## src/rtl/pengo_dl_pkg.sv

```systemverilog
// pengo_dl_pkg: shared region map, region encodings and controller states
package pengo_dl_pkg;
  localparam logic [15:0] CPU_BASE   = 16'h0000;
  localparam logic [15:0] GFX_BASE   = 16'h8000;
  localparam logic [15:0] PROM_BASE  = 16'hC000;
  localparam logic [15:0] PROM_LIMIT = 16'hC21F;
  localparam logic [2:0] REG_NONE = 3'b000;
  localparam logic [2:0] REG_CPU  = 3'b001;
  localparam logic [2:0] REG_GFX  = 3'b010;
  localparam logic [2:0] REG_PROM = 3'b100;
  typedef enum logic [1:0] {SETTLE, WAIT, LOAD, RUN} state_t;
endpackage

```

## src/rtl/pengo_dl_decode.sv

```systemverilog
// pengo_dl_decode: linear download address to region strobe and region-relative address
module pengo_dl_decode
  import pengo_dl_pkg::*;
(
  input  logic [24:0] addr,
  output logic        valid,
  output logic [2:0]  region,
  output logic [15:0] rel_addr
);
  logic [15:0] a;
  logic        hi;
  assign a  = addr[15:0];
  assign hi = |addr[24:16];
  // region by ascending base; anything above the PROM tail or above 64K is out of range
  always_comb begin
    region   = hi ? REG_NONE : a < GFX_BASE ? REG_CPU : a < PROM_BASE ? REG_GFX :
               a <= PROM_LIMIT ? REG_PROM : REG_NONE;
    rel_addr = region == REG_GFX ? a - GFX_BASE : region == REG_PROM ? a - PROM_BASE : a - CPU_BASE;
    valid    = |region;
  end
endmodule

```

## src/rtl/pengo_dl_ctrl.sv

```systemverilog
// pengo_dl_ctrl: ROM download sequencer holding the pengo core in reset until a valid image settles
module pengo_dl_ctrl
  import pengo_dl_pkg::*;
#(
  parameter int          REL_DELAY = 1024,
  parameter logic [16:0] IMG_SIZE  = 17'hC220
) (
  input  logic        clk,
  input  logic        reset,
  input  logic        dl_active,
  input  logic        dl_wr,
  input  logic [24:0] dl_addr,
  input  logic [7:0]  dl_data,
  input  logic        ext_reset,
  output logic        core_reset,
  output logic        rom_wr,
  output logic [2:0]  rom_region,
  output logic [15:0] rom_addr,
  output logic [7:0]  rom_data,
  output logic [16:0] byte_count,
  output logic        dl_done,
  output logic        dl_err
);
  localparam int CW = $clog2(REL_DELAY + 1);
  state_t        state;
  logic [CW-1:0] cnt;
  logic          err_pend, dec_valid, acc, good, err_n, load_ok;
  logic [2:0]    dec_region;
  logic [15:0]   dec_rel;
  logic [16:0]   bc_n;
  pengo_dl_decode u_decode (
    .addr    (dl_addr),
    .valid   (dec_valid),
    .region  (dec_region),
    .rel_addr(dec_rel)
  );
  assign acc        = dl_wr & (dl_active | state == LOAD);
  assign good       = acc & dec_valid;
  assign core_reset = state == RUN ? ext_reset : 1'b1;
  // in-load count/error after this cycle's write, also used for the end-of-load verdict
  always_comb begin
    bc_n    = good && byte_count != 17'h1FFFF ? byte_count + 17'd1 : byte_count;
    err_n   = err_pend | (acc & ~dec_valid);
    load_ok = bc_n == IMG_SIZE && !err_n;
  end
  // download FSM plus registered write port; the entry cycle of a load already accepts a write
  always_ff @(posedge clk) begin
    if (reset) begin
      state      <= SETTLE;
      cnt        <= '0;
      rom_wr     <= 1'b0;
      rom_region <= REG_NONE;
      rom_addr   <= '0;
      rom_data   <= '0;
      byte_count <= '0;
      dl_done    <= 1'b0;
      dl_err     <= 1'b0;
      err_pend   <= 1'b0;
    end else begin
      rom_wr <= good;
      if (good) begin
        rom_region <= dec_region;
        rom_addr   <= dec_rel;
        rom_data   <= dl_data;
      end
      if (state != LOAD && dl_active) begin
        state      <= LOAD;
        byte_count <= {16'd0, good};
        err_pend   <= acc & ~dec_valid;
        dl_done    <= 1'b0;
        dl_err     <= 1'b0;
      end else if (state == LOAD) begin
        byte_count <= bc_n;
        err_pend   <= err_n;
        if (!dl_active) begin
          state   <= SETTLE;
          cnt     <= '0;
          dl_done <= load_ok;
          dl_err  <= !load_ok;
        end
      end else if (state == SETTLE) begin
        cnt <= cnt + 1'b1;
        if (cnt == CW'(REL_DELAY - 1)) state <= dl_done ? RUN : WAIT;
      end
    end
  end
endmodule

```

## config.mk

```make
export PLATFORM = sky130hd
export DESIGN_NAME = pengo_dl_ctrl
export DESIGN_NICKNAME = d
export VERILOG_FILES = /design/src/rtl/pengo_dl_pkg.sv /design/src/rtl/pengo_dl_decode.sv /design/src/rtl/pengo_dl_ctrl.sv
export SDC_FILE = /design/constraint.sdc
export NUM_CORES = 1
export LEC_CHECK = 0
export BUFFER_PORTS_ARGS = -buffer_cell sky130_fd_sc_hd__buf_2
export CORE_MARGIN = 5
export CORE_UTILIZATION = 56
export DETAILED_ROUTE_END_ITERATION = 16
export PLACE_DENSITY = 0.85
export SKIP_CTS_REPAIR_TIMING = 1
export SLEW_MARGIN = 20
export SYNTH_ARGS = -nofsm -noshare
export SYNTH_HDL_FRONTEND = slang
export SYNTH_SLANG_ARGS = --single-unit
```

## constraint.sdc

```tcl
create_clock -name clk -period 4.97 [get_ports clk]
set_input_delay 0.994 -clock clk [delete_from_list [all_inputs] [get_ports clk]]
set_output_delay 0.994 -clock clk [all_outputs]
set_load 0.1 [all_outputs]
```

==> results of run 1 <==
[cell type report]
class / count / area (µm²) / share of cell area, %
Tap cell: 70 / 87.58 / 2.442
Inverter: 5 / 18.77 / 0.5234
Timing Repair Buffer: 87 / 440.4 / 12.28
Clock buffer: 11 / 151.4 / 4.222
Clock inverter: 4 / 47.55 / 1.326
Multi-Input combinational cell: 289 / 1619 / 45.15
Sequential cell: 61 / 1221 / 34.05
[stage by stage]
stage,area [µm²],power [mW],setup slack (ns),instances,hold slack (ns)
3_3_place_gp,3387,0.5536,1.700,512,0.4355
4_1_cts,3586,0.9934,1.688,527,0.4510
5_1_grt,3586,1.026,1.324,527,0.4731
2_1_floorplan,2943,0.5315,1.415,376,0.4583
6_report,3586,0.9907,1.584,527,0.4483
3_5_place_dp,3387,0.5548,1.632,512,0.4420
[metal layers]
metal	part of all wire, %	up-vias	wire length (µm)
met2	48	116	3676
met3	8.4	15	644
li1	-	1465	-
met1	42	1374	3259
met4	1.3	0	99
met5	0	-	0
[power groups by stage]
stage               Clock [mW]  Sequential (mW)  Combinational [mW]
finish                   0.445            0.493              0.0520
global route             0.476            0.493              0.0566
CTS                      0.449            0.493              0.0513
detailed placement           0            0.504              0.0507
global placement             0            0.504              0.0496
floorplan                    0            0.506              0.0255
[cell usage in the layout (no fill, tap or decap), types with 11 or more instances in the layout]
master / synthesis / final
sky130_fd_sc_hd__nand3_1: 12 / 12
sky130_fd_sc_hd__nand2_1: 67 / 67
sky130_fd_sc_hd__xor2_1: 14 / 14
sky130_fd_sc_hd__clkbuf_8: 0 / 11
sky130_fd_sc_hd__nor2_1: 44 / 44
sky130_fd_sc_hd__buf_2: 4 / 85
sky130_fd_sc_hd__o21ai_0: 13 / 13
sky130_fd_sc_hd__nand4_1: 11 / 11
sky130_fd_sc_hd__a21oi_1: 42 / 42
sky130_fd_sc_hd__nor3_1: 11 / 11
sky130_fd_sc_hd__dfxtp_1: 61 / 61
[flip-flops by register name (all words and copies together), names as in the netlist]
register    cells
rom_region      3
rom_wr          1
dl_done         1
err_pend        1
rom_addr       16
rom_data        8
cnt            11
byte_count     17
state           2
dl_err          1
[worst max-delay path, delay by kind of cell, from the launching register on]
family | cells | cell delay (ns)
fa+ha+maj | 2 | 0.64
mux | 1 | 0.12
simple gates | 8 | 1.45
compound gates | 2 | 0.48
flops | 1 | 0.55
[path summary, 6_finish.rpt]
kind	to	slack [ns]
min reg2reg	rom_addr[7]$_SDFFE_PP0P_	0.45
max reg2reg	dl_err$_SDFFE_PP0P_	1.58
min	rom_addr[7]$_SDFFE_PP0P_	0.45
max	dl_err$_SDFFE_PP0P_	1.58
[cells by family (layout without fill, tap and decap cells)]
kind of cell / Yosys count / count (layout) / share of synthesized area, %
xor gates and xnor gates: 23 / 23 / 6.845
DFF: 61 / 61 / 41.50
AOI/OAI and AO/OA: 69 / 69 / 13.56
and+or+nand+nor: 187 / 187 / 30.74
buffers and inverters: 26 / 107 / 3.486
adders and majority gates: 5 / 5 / 2.126
muxes: 5 / 5 / 1.743
==> summary.md, run 1 <==
| Metric | Value |
|---|---|
| Run status | completed |
| Crit Path Max Fanout | 11 |
| Met1 Usage GRT | between 20 and 30% |
| CTS Buffer Depth | 2 |
| Fill cell total of the finished layout | 408 |
| Vias in the first global route | 2,622 |
| Average wire per standard cell | ~15 µm |
| Placeable core area | 5107 µm² |
| Nets in the synthesized netlist | approximately 420 |
| Startpoint of the most critical hold path | rom_addr[7]$_SDFFE_PP0P_ |
| Number of antenna violations at the first check in global routing | 0 |
| Clock group share of total power | 45.0% |
| Final hold violation count | 0 |
| Data required time at the worst endpoint | 5.17 ns |
| Maximum clock skew at final layout | 0.004863 ns |
| Cell type contributing the most total cell area after synthesis | sky130_fd_sc_hd__dfxtp_1 |
| Seq cells post-synth | about 60 |
| Setup TNS | 0 ns |
| Tightest Pin Transition | 0.6615 ns |
| Routed via count | 2,970 |
| Synth warn | 0 |
| Gr ovfl total | 0 |
| Critical Path AT | 3.59 ns |
| Inserted Clock Buffers | 9 |
| Category of the worst setup path launch point | flop |
| Final wirelength | 7680 µm |
| Die Y | 82.49 µm |
| Dominant cell by count in the synthesized netlist | sky130_fd_sc_hd__nand2_1 |
| Final clock period utilization by the worst path | 68.12% |
| Count of max-cap constraint violations | 0 |
| Unrepaired setup endpoints after global routing | false |
| Fin. max-slew vios | 0 |
| Number of iterations in the first detailed-routing pass | 5 |
| Cells along the critical path | ha_1 > nand2_1 > nor3_1 > nand2_1 > nor2_1 > ha_1 > nor4b_1 > o2111ai_1 > and4bb_2 > mux2i_1 > a211oi_1 > nand4_1 > nor3b_1 |
| Switching power as a share of total power | 22.84% |
| Total DRC errors in the routed layout | 0 |
| Logic gate share of total power | between 5 and 6% |
| Clock insertion delay at the later pin of the skew report | 0.34 ns |
| Average footprint of a synthesized cell | roughly 7.8 µm² |
| Met3 GRT Util | 6.941% |
| Cell types with the largest area share after synthesis | sky130_fd_sc_hd__dfxtp_1, sky130_fd_sc_hd__nand2_1, sky130_fd_sc_hd__a21oi_1 |
| Crit path capture type | flop |
| Total power divided by cell area | 276.3 nW/µm² |
| Switch Pwr | 0.2263 mW |
| Class of the most critical setup path | flop to flop |
| Top Ports | 86 |
| Standard cell with the maximum stage delay on the critical path | sky130_fd_sc_hd__dfxtp_1 |
| Post-detailed-route via-to-cell ratio | 5.636 |
| Number of buffers added on ports | 85 |
| Internal Pwr Total | 0.7644 mW |
| Buffer cell driving the clock tree root | sky130_fd_sc_hd__clkbuf_8 |
| Net count, final | around 500 |
| Die outline area | 6805 µm² |
| Slew Limit Headroom | 55.90% |
| Proportion of synthesized chip area in sequential cells | 41.50% |
| Number of distinct standard cells referenced by the synthesized netlist | 39 |
| EDFF count, synth | 0 |
| Detailed placer's ending HPWL | 5398 µm |
| Share of the core filled with cells in the final layout | 70.21% |
| FF-to-FF path depth | 13 |
| Tmin final | 3.386 ns |
| Global-route layer with the greatest usage | met2 |
| M2 GR Usage | a little over a third |
| Sequential share of power | around 50% |
| Synth async-reset ratio | 0% |
| Antenna-violating nets left | 0 |
| Maximum vdd ir drop | 216.6 µV |
| Clock sink count | 61 |
| Tot GR Track Use | 22.48% |
| Critical Path Source | byte_count[0]$_SDFFE_PP0N_ |
| Area share of the leading cell type in the synthesized netlist | 41.50% |
| Diodes inserted | 0 |
| Site row count | 26 |
| Hold path cells | 2 |
| 1st-iter DRT viols | 316 |
| Leakage component of the power | 1.416 nW |
| Wire length of the first global-routing pass | 11,830 µm |
| Area growth syn-to-layout | 21.85% |
| Top FF cell, synth | sky130_fd_sc_hd__dfxtp_1 |
| Clock H-tree levels | 3 |
| CTS clock-pin slew for the worst setup and hold paths | 0.07 ns |
| Final weighted congestion in routability-driven placement | 0.9963 |
| Initial cell density of the core | between 50% and 60% |
| Maximum clock frequency | 0.2954 GHz |
| Clock tree from TritonCTS | yes |
| Type of the tightest min-delay check | flop to flop |
| Post-Synthesis Cell Area | about 2900 µm² |
| Delay of the slowest critical-path stage | 0.55 ns |
| Post-synth top cells | sky130_fd_sc_hd__nand2_1, sky130_fd_sc_hd__dfxtp_1, sky130_fd_sc_hd__nor2_1, sky130_fd_sc_hd__a21oi_1, sky130_fd_sc_hd__clkbuf_1 |
| Reg2Reg Launch Point | byte_count[0]$_SDFFE_PP0N_ |
| Pin count of the biggest net entering global routing | 36 |
| Gate count after technology mapping | approximately 380 |
| Layout cell share with drive strength beyond 1 | 24.51% |
| Final setup violation count | 0 |
| Chip width | 82.49 µm |
No activity file was read; power rests on OpenSTA's default activity.
==> run 2, diff against run 1 <==
- CORE_UTILIZATION: 56 -> 47
- PLACE_DENSITY: 0.85 -> 0.76
- clock period: 4.97 -> 2.85 ns (I/O delays scaled with it)
==> run 2 against run 1 <==
  * First-iteration DRC count decreased by 70%
  * Critical path depth unchanged
  * Register-to-register slack lost 1.4 ns
  * Clock-buffer cell count grew 1
  * Critical path type unchanged
  * Highest routed layer unchanged
==> summary.md, run 2 (same netlist as run 1, synthesis figures left out) <==
| Metric | Value |
|---|---|
| Area growth syn-to-layout | 27.47% |
| Antenna-violating nets left | 0 (unchanged) |
| Vias in the first global route | 2,681 (+2.3%) |
| Final wirelength | 8045 µm (+4.8%) |
| Number of standard cells in the final layout excluding fillers | 548 (+4.0%) |
| Clock sink count | 61 (unchanged) |
| Final clock period utilization by the worst path | 93.95% (+26 points) |
| Switch Pwr | 0.3902 mW (+72%) |
| Data required time at the worst endpoint | 3.04 ns (-2.13 ns) |
| Crit Path Max Fanout | 8 (-3) |
| Logic gate share of total power | 6.0% (+0.8 points) |
| Slew Limit Headroom | 54.69% (-1.2 points) |
| Largest register by flop count | byte_count |
| Initial cell density of the core | 49.12% (-8.5 points) |
| Net count, final | 510 (+2.8%) |
| Cells after DPL | 531 (+3.7%) |
| Total power divided by cell area | 436.8 nW/µm² (+58%) |
| Maximum vdd ir drop | 302.4 µV (+40%) |
| Placeable core area | 5991 µm² (+17%) |
| CTS Buffer Depth | 2 (unchanged) |
| Count of max-cap constraint violations | 0 (unchanged) |
| Most used cells in the layout excluding fill and tap cells | sky130_fd_sc_hd__buf_2, sky130_fd_sc_hd__nand2_1, sky130_fd_sc_hd__dfxtp_1 |
| Pwr Total | 1.638 mW (+65%) |
| Type of the tightest min-delay check | flop to flop |
| 1st-iter DRT viols | 95 (-70%) |
| Number of antenna violations at the first check in global routing | 1 (+1) |
| Internal Pwr Total | 1.248 mW (+63%) |
| Final setup violation count | 0 (unchanged) |
| Class of the most critical setup path | flop to flop |
| Post-placement setup slack | -0.009543 ns (-1.642 ns) |
| Number of buffers added on ports | 85 (unchanged) |
| Fin. max-slew vios | 0 (unchanged) |
| Site row count | 28 (+7.7%) |
| Total DRC errors in the routed layout | 0 (unchanged) |
| Final hold violation count | 0 (unchanged) |
| Chip width | 89.13 µm (+8.0%) |
| Crit path capture type | flop |
| Detailed placer's ending HPWL | 5955 µm (+10%) |
| Gr ovfl total | 0 (unchanged) |
| Clock tree from TritonCTS | yes |
| Post-detailed-route via-to-cell ratio | 5.487 (-2.6%) |
| Routed via count | 3,007 (+1.2%) |
| Share of the core filled with cells in the final layout | 62.61% (-7.6 points) |
| Final weighted congestion in routability-driven placement | 0.8905 (-11%) |
| Number of iterations in the first detailed-routing pass | 6 (+1) |
| Clock H-tree levels | 3 (unchanged) |
| Maximum clock skew at final layout | 0.006797 ns (+0.001934 ns) |
| Final Worst Setup Slack | 0.1724 ns (-1.412 ns) |
| Category of the worst setup path launch point | flop |
| Pin count of the biggest net entering global routing | 35 (-2.8%) |
| Clock group share of total power | 41.8% (-3.2 points) |
| Wire length of the first global-routing pass | 12,520 µm (+5.8%) |
| Tot GR Track Use | 20.13% (-2.3 points) |
| Flip-flop count of the largest register, all copies and words added | 17 (unchanged) |
| Die Y | 89.13 µm (+8.0%) |
| Buffer cell driving the clock tree root | sky130_fd_sc_hd__clkbuf_8 |
| Most common cell after layout, fill and taps aside | sky130_fd_sc_hd__buf_2 |
| Leakage component of the power | 1.480 nW (+4.5%) |
| Maximum clock frequency | 0.3735 GHz (+26%) |
| Largest registers | byte_count (17), rom_addr (16), cnt (11) |
| Tmin final | 2.678 ns (-0.7080 ns) |
| CTS clock-pin slew for the worst setup and hold paths | 0.06 ns (about the same) |
| Sequential share of power | 52.1% (+2.3 points) |
| Die outline area | 7944 µm² (+17%) |
| Layout cell share with drive strength beyond 1 | 30.93% (+6.4 points) |
| Critical Path AT | 2.87 ns (-0.72 ns) |
| Top Ports | 86 (unchanged) |
| Run status | completed |
| Average wire per standard cell | 14.68 µm (+0.74%) |
| Inserted Clock Buffers | 9 (unchanged) |
| Switching power as a share of total power | 23.82% (+0.97 points) |
| Clock insertion delay at the later pin of the skew report | 0.33 ns (about the same) |
| Tightest Pin Transition | 0.6796 ns (+0.01815 ns) |
-- run 2: cell count changes in the layout (fill, tap and decap cells not counted), moves of 2 or more --
cell / delta
sky130_fd_sc_hd__buf_4: +14
sky130_fd_sc_hd__dfxtp_2: +7
sky130_fd_sc_hd__nor3_2: +2
sky130_fd_sc_hd__dfxtp_4: +6
sky130_fd_sc_hd__dfxtp_1: -13
sky130_fd_sc_hd__ha_1: -2
sky130_fd_sc_hd__nor3_1: -2
-- run 2: worst max-delay path: stages (launching register included) --
cell	delay [ns]
sky130_fd_sc_hd__dfxtp_4	0.38
sky130_fd_sc_hd__ha_4	0.18
sky130_fd_sc_hd__nand2_1	0.11
sky130_fd_sc_hd__nor3_2	0.07
sky130_fd_sc_hd__nand2_1	0.08
sky130_fd_sc_hd__nor2_1	0.05
sky130_fd_sc_hd__ha_2	0.20
sky130_fd_sc_hd__nor4b_2	0.27
sky130_fd_sc_hd__o2111ai_2	0.19
sky130_fd_sc_hd__and4bb_2	0.35
sky130_fd_sc_hd__mux2i_1	0.10
sky130_fd_sc_hd__a211oi_1	0.24
sky130_fd_sc_hd__nand4_1	0.14
sky130_fd_sc_hd__nor3b_1	0.16
-- run 2: stage by stage --
step	area [µm²]	TNS (ns)	hold slack [ns]
final	3751	0	0.4468
after global routing	3751	-0.02376	0.4694
after CTS	3725	0	0.4495
after detailed placement	3547	-0.01758	0.4403
after global placement	3547	0	0.4348
after floorplan	2994	0	0.4583
-- run 2: power groups by stage --
stage | clock, mW | sequential (mW) | combinational [mW]
after floorplan | 0 | 0.877 | 0.0445
after global placement | 0 | 0.873 | 0.0941
after detailed placement | 0 | 0.873 | 0.0964
after CTS | 0.703 | 0.854 | 0.0973
after global routing | 0.745 | 0.854 | 0.109
final | 0.686 | 0.854 | 0.0987
-- run 2: cell type report --
type | count | area (µm²)
diodes | 1 | 2.502
clock buffers | 12 | 155.1
clock inverters | 4 | 22.52
fillers | 542 | 2240
inverters | 5 | 18.77
multi-input cells | 289 | 1660
flip-flops and latches | 61 | 1252
well taps | 75 | 93.84
repair buffers | 101 | 545.5
-- run 2: path summary, 6_finish.rpt --
check,start,end,slack (ns),cells after the start
hold / removal,rom_addr[4]$_SDFFE_PP0P_,rom_addr[4]$_SDFFE_PP0P_,0.45,2
setup / recovery,byte_count[1]$_SDFFE_PP0P_,dl_err$_SDFFE_PP0P_,0.17,13
setup reg to reg,byte_count[1]$_SDFFE_PP0P_,dl_err$_SDFFE_PP0P_,0.17,13
hold reg to reg,rom_addr[4]$_SDFFE_PP0P_,rom_addr[4]$_SDFFE_PP0P_,0.45,2
-- run 2: metal layers --
metal / vias to the layer above / wire length (µm) / global-route usage, %
met2: 78 / 3917 / 32.35
met1: 1411 / 3502 / 25.48
met4: 0 / 180 / 10.96
li1: 1503 / - / -
met5: - / 0 / 0
met3: 15 / 446 / 3.687
==> run 3, diff against run 2 <==
- CORE_UTILIZATION: 47 -> 52
- PLACE_DENSITY: 0.76 -> 0.8
- clock period: 2.85 -> 2.9 ns (I/O delays scaled with it)
==> run 3 against run 2 <==
  * Fmax is 1.2% lower
  * Die area shrank 8.6%
  * Combinational power fell by 5.1%
  * Worst hold slack about the same
  * Core utilization is 6.4 points higher
  * Power is 14% higher
  * Clock power increased by 36%
  * Worst setup slack gained 0.018 ns
  * Sequential cell count unchanged
  * Clock-buffer cell count up 2
  * Critical endpoint unchanged
==> summary.md, run 3 (same netlist as run 1, synthesis figures left out) <==
| Metric | Value |
|---|---|
| Post-detailed-route via-to-cell ratio | 5.568 (+1.5%) |
| Tightest hold margin | 0.4471 ns (+0.0002630 ns) |
| Post-route cell area | 3801 µm² (+1.3%) |
| Detailed placer's ending HPWL | 5628 µm (-5.5%) |
| Total DRC errors in the routed layout | 0 (unchanged) |
| Clock sink count | 61 (unchanged) |
| 1st-iter DRT viols | 132 (+39%) |
| Total power divided by cell area | 492.3 nW/µm² (+13%) |
| Tot GR Track Use | 22.09% (+2.0 points) |
| Post-placement setup slack | 0.06036 ns (+0.06991 ns) |
| Critical Path AT | 2.91 ns (+0.04 ns) |
| Final weighted congestion in routability-driven placement | 0.8813 (-1.0%) |
| Number of buffers added on ports | 85 (unchanged) |
| Total placed instance area | 3523 µm² (-0.67%) |
| Die Y | 85.23 µm (-4.4%) |
| Tightest Pin Transition | 0.6454 ns (-0.03425 ns) |
| Crit Path Max Fanout | 8 (unchanged) |
| Buffer cell driving the clock tree root | sky130_fd_sc_hd__clkbuf_8 |
| Maximum clock skew at final layout | 0.006313 ns (-0.0004835 ns) |
| Delay of the slowest critical-path stage | 0.38 ns (about the same) |
| Cells after DPL | 526 (-0.94%) |
| Count of max-cap constraint violations | 0 (unchanged) |
| Standard cell with the maximum stage delay on the critical path | sky130_fd_sc_hd__dfxtp_4 |
| Placeable core area | 5507 µm² (-8.1%) |
| Most used cells in the layout excluding fill and tap cells | sky130_fd_sc_hd__buf_2, sky130_fd_sc_hd__nand2_1, sky130_fd_sc_hd__dfxtp_1 |
| Fin. max-slew vios | 0 (unchanged) |
| Layout cell share with drive strength beyond 1 | 30.43% (-0.51 points) |
| Largest registers | byte_count (17), rom_addr (16), cnt (11) |
| Maximum vdd ir drop | 312.3 µV (+3.3%) |
| Clock insertion delay at the later pin of the skew report | 0.34 ns (about the same) |
| Crit path capture type | flop |
| Pin count of the biggest net entering global routing | 35 (unchanged) |
| Most common cell after layout, fill and taps aside | sky130_fd_sc_hd__buf_2 |
| Inserted Clock Buffers | 9 (unchanged) |
| Maximum clock frequency | 0.3690 GHz (-1.2%) |
| CTS Buffer Depth | 2 (unchanged) |
| Number of antenna violations at the first check in global routing | 0 (-1) |
| Diodes inserted | 0 (-1) |
| Final clock period utilization by the worst path | 93.45% (-0.50 points) |
| Wire length of the first global-routing pass | 13,020 µm (+4.0%) |
| Fill cell total of the finished layout | 464 (-14%) |
| Die outline area | 7264 µm² (-8.6%) |
| Final setup violation count | 0 (unchanged) |
| Category of the worst setup path launch point | flop |
| Routed via count | 3,018 (+0.37%) |
| Number of standard cells in the final layout excluding fillers | 542 (-1.1%) |
| Final Worst Setup Slack | 0.1899 ns (+0.01752 ns) |
| Flip-flop count of the largest register, all copies and words added | 17 (unchanged) |
| Critical path buffers and inverters | 1 (+1) |
| Average wire per standard cell | 14.67 µm (about the same) |
| Cells along the critical path | ha_4 > nand2_2 > nor3_4 > nand2_1 > nor2_1 > ha_2 > nor4b_2 > o2111ai_2 > buf_4 > nor3_1 > mux2i_1 > nand4_1 > nor3b_1 |
| Antenna-violating nets left | 0 (unchanged) |
| Final hold violation count | 0 (unchanged) |
| Clock H-tree levels | 3 (unchanged) |
| Run status | completed |
| Net count, final | 508 (-0.39%) |
| Slew Limit Headroom | 56.97% (+2.3 points) |
| Class of the most critical setup path | flop to flop |
| Pwr Total | 1.871 mW (+14%) |
| Gr ovfl total | 0 (unchanged) |
| Top Ports | 86 (unchanged) |
| Tmin final | 2.710 ns (+0.03248 ns) |
| CTS clock-pin slew for the worst setup and hold paths | 0.07 ns (about the same) |
| Leakage component of the power | 1.522 nW (+2.9%) |
| Number of iterations in the first detailed-routing pass | 4 (-2) |
| Area growth syn-to-layout | 29.17% |
| Data required time at the worst endpoint | 3.10 ns (+0.06 ns) |
| Chip width | 85.23 µm (-4.4%) |
| Family of cells with the greatest summed delay on the critical path | simple AND/OR/NAND/NOR gates |
| Clock tree from TritonCTS | yes |
| Site row count | 27 (-3.6%) |
| Initial cell density of the core | 53.44% (+4.3 points) |
| Final wirelength | 7951 µm (-1.2%) |
| Vias in the first global route | 2,856 (+6.5%) |
| Type of the tightest min-delay check | flop to flop |
| Largest register by flop count | byte_count |
==> run 3: cell count changes in the layout (fill, tap and decap cells not counted), moves of 2 or more <==
cell and delta:
sky130_fd_sc_hd__buf_4 -2, sky130_fd_sc_hd__clkinv_2 -3, sky130_fd_sc_hd__nor3_2 -2, sky130_fd_sc_hd__dfxtp_2 +2, sky130_fd_sc_hd__bufinv_16 +2, sky130_fd_sc_hd__dfxtp_4 -2
==> run 3: layout make-up <==
type / instances / area, µm² / area share [%]
clock inverters: 2 / 60.06 / 1.580
inverters: 5 / 18.77 / 0.4937
repair buffers: 99 / 530.5 / 13.96
multi-input cells: 289 / 1660 / 43.68
clock buffers: 14 / 193.9 / 5.102
flip-flops and latches: 61 / 1247 / 32.82
well taps: 72 / 90.09 / 2.370
==> run 3: power by group <==
part           switching (mW)  total [mW]  internal [mW]  leakage [nW]
logic                  0.0566      0.0937         0.0371         0.895
registers             0.00374       0.842          0.838         0.500
clock network           0.329       0.936          0.607         0.128
==> run 3: path summary, 6_finish.rpt <==
check                             startpoint                        end  slack [ns]  cells past startpoint
setup reg to reg  byte_count[1]$_SDFFE_PP0P_        dl_err$_SDFFE_PP0P_        0.19                     13
hold / removal     rom_addr[11]$_SDFFE_PP0P_  rom_addr[11]$_SDFFE_PP0P_        0.45                      2
setup / recovery  byte_count[1]$_SDFFE_PP0P_        dl_err$_SDFFE_PP0P_        0.19                     13
hold reg to reg    rom_addr[11]$_SDFFE_PP0P_  rom_addr[11]$_SDFFE_PP0P_        0.45                      2
==> run 3: through the flow <==
| step | setup TNS [ns] | util (%) |
|---|---|---|
| floorplan | 0 | - |
| global placement | 0 | 63.99 |
| detailed placement | 0 | 63.99 |
| CTS | 0 | 68.60 |
| global route | -0.005804 | 69.03 |
| finish | 0 | 69.03 |
==> run 3: worst register-to-register path: cells and delay by family (launching register included) <==
kind,cells,cell delay [ns]
and+or+nand+nor,8,1.14
adders and majority gates,2,0.39
DFF,1,0.38
muxes,1,0.27
AOI/OAI and AO/OA,1,0.20
buffers and inverters,1,0.20
==> run 3: per-layer routing <==
layer / share of wire [%] / vias to the layer above / track usage, % / routed length, µm
met1: 44 / 1398 / 27.87 / 3474
met2: 47 / 99 / 34.89 / 3749
met3: 6.2 / 27 / 5.922 / 490
li1: - / 1494 / - / -
met5: 0 / - / 0 / 0
met4: 3.0 / 0 / 10.65 / 237
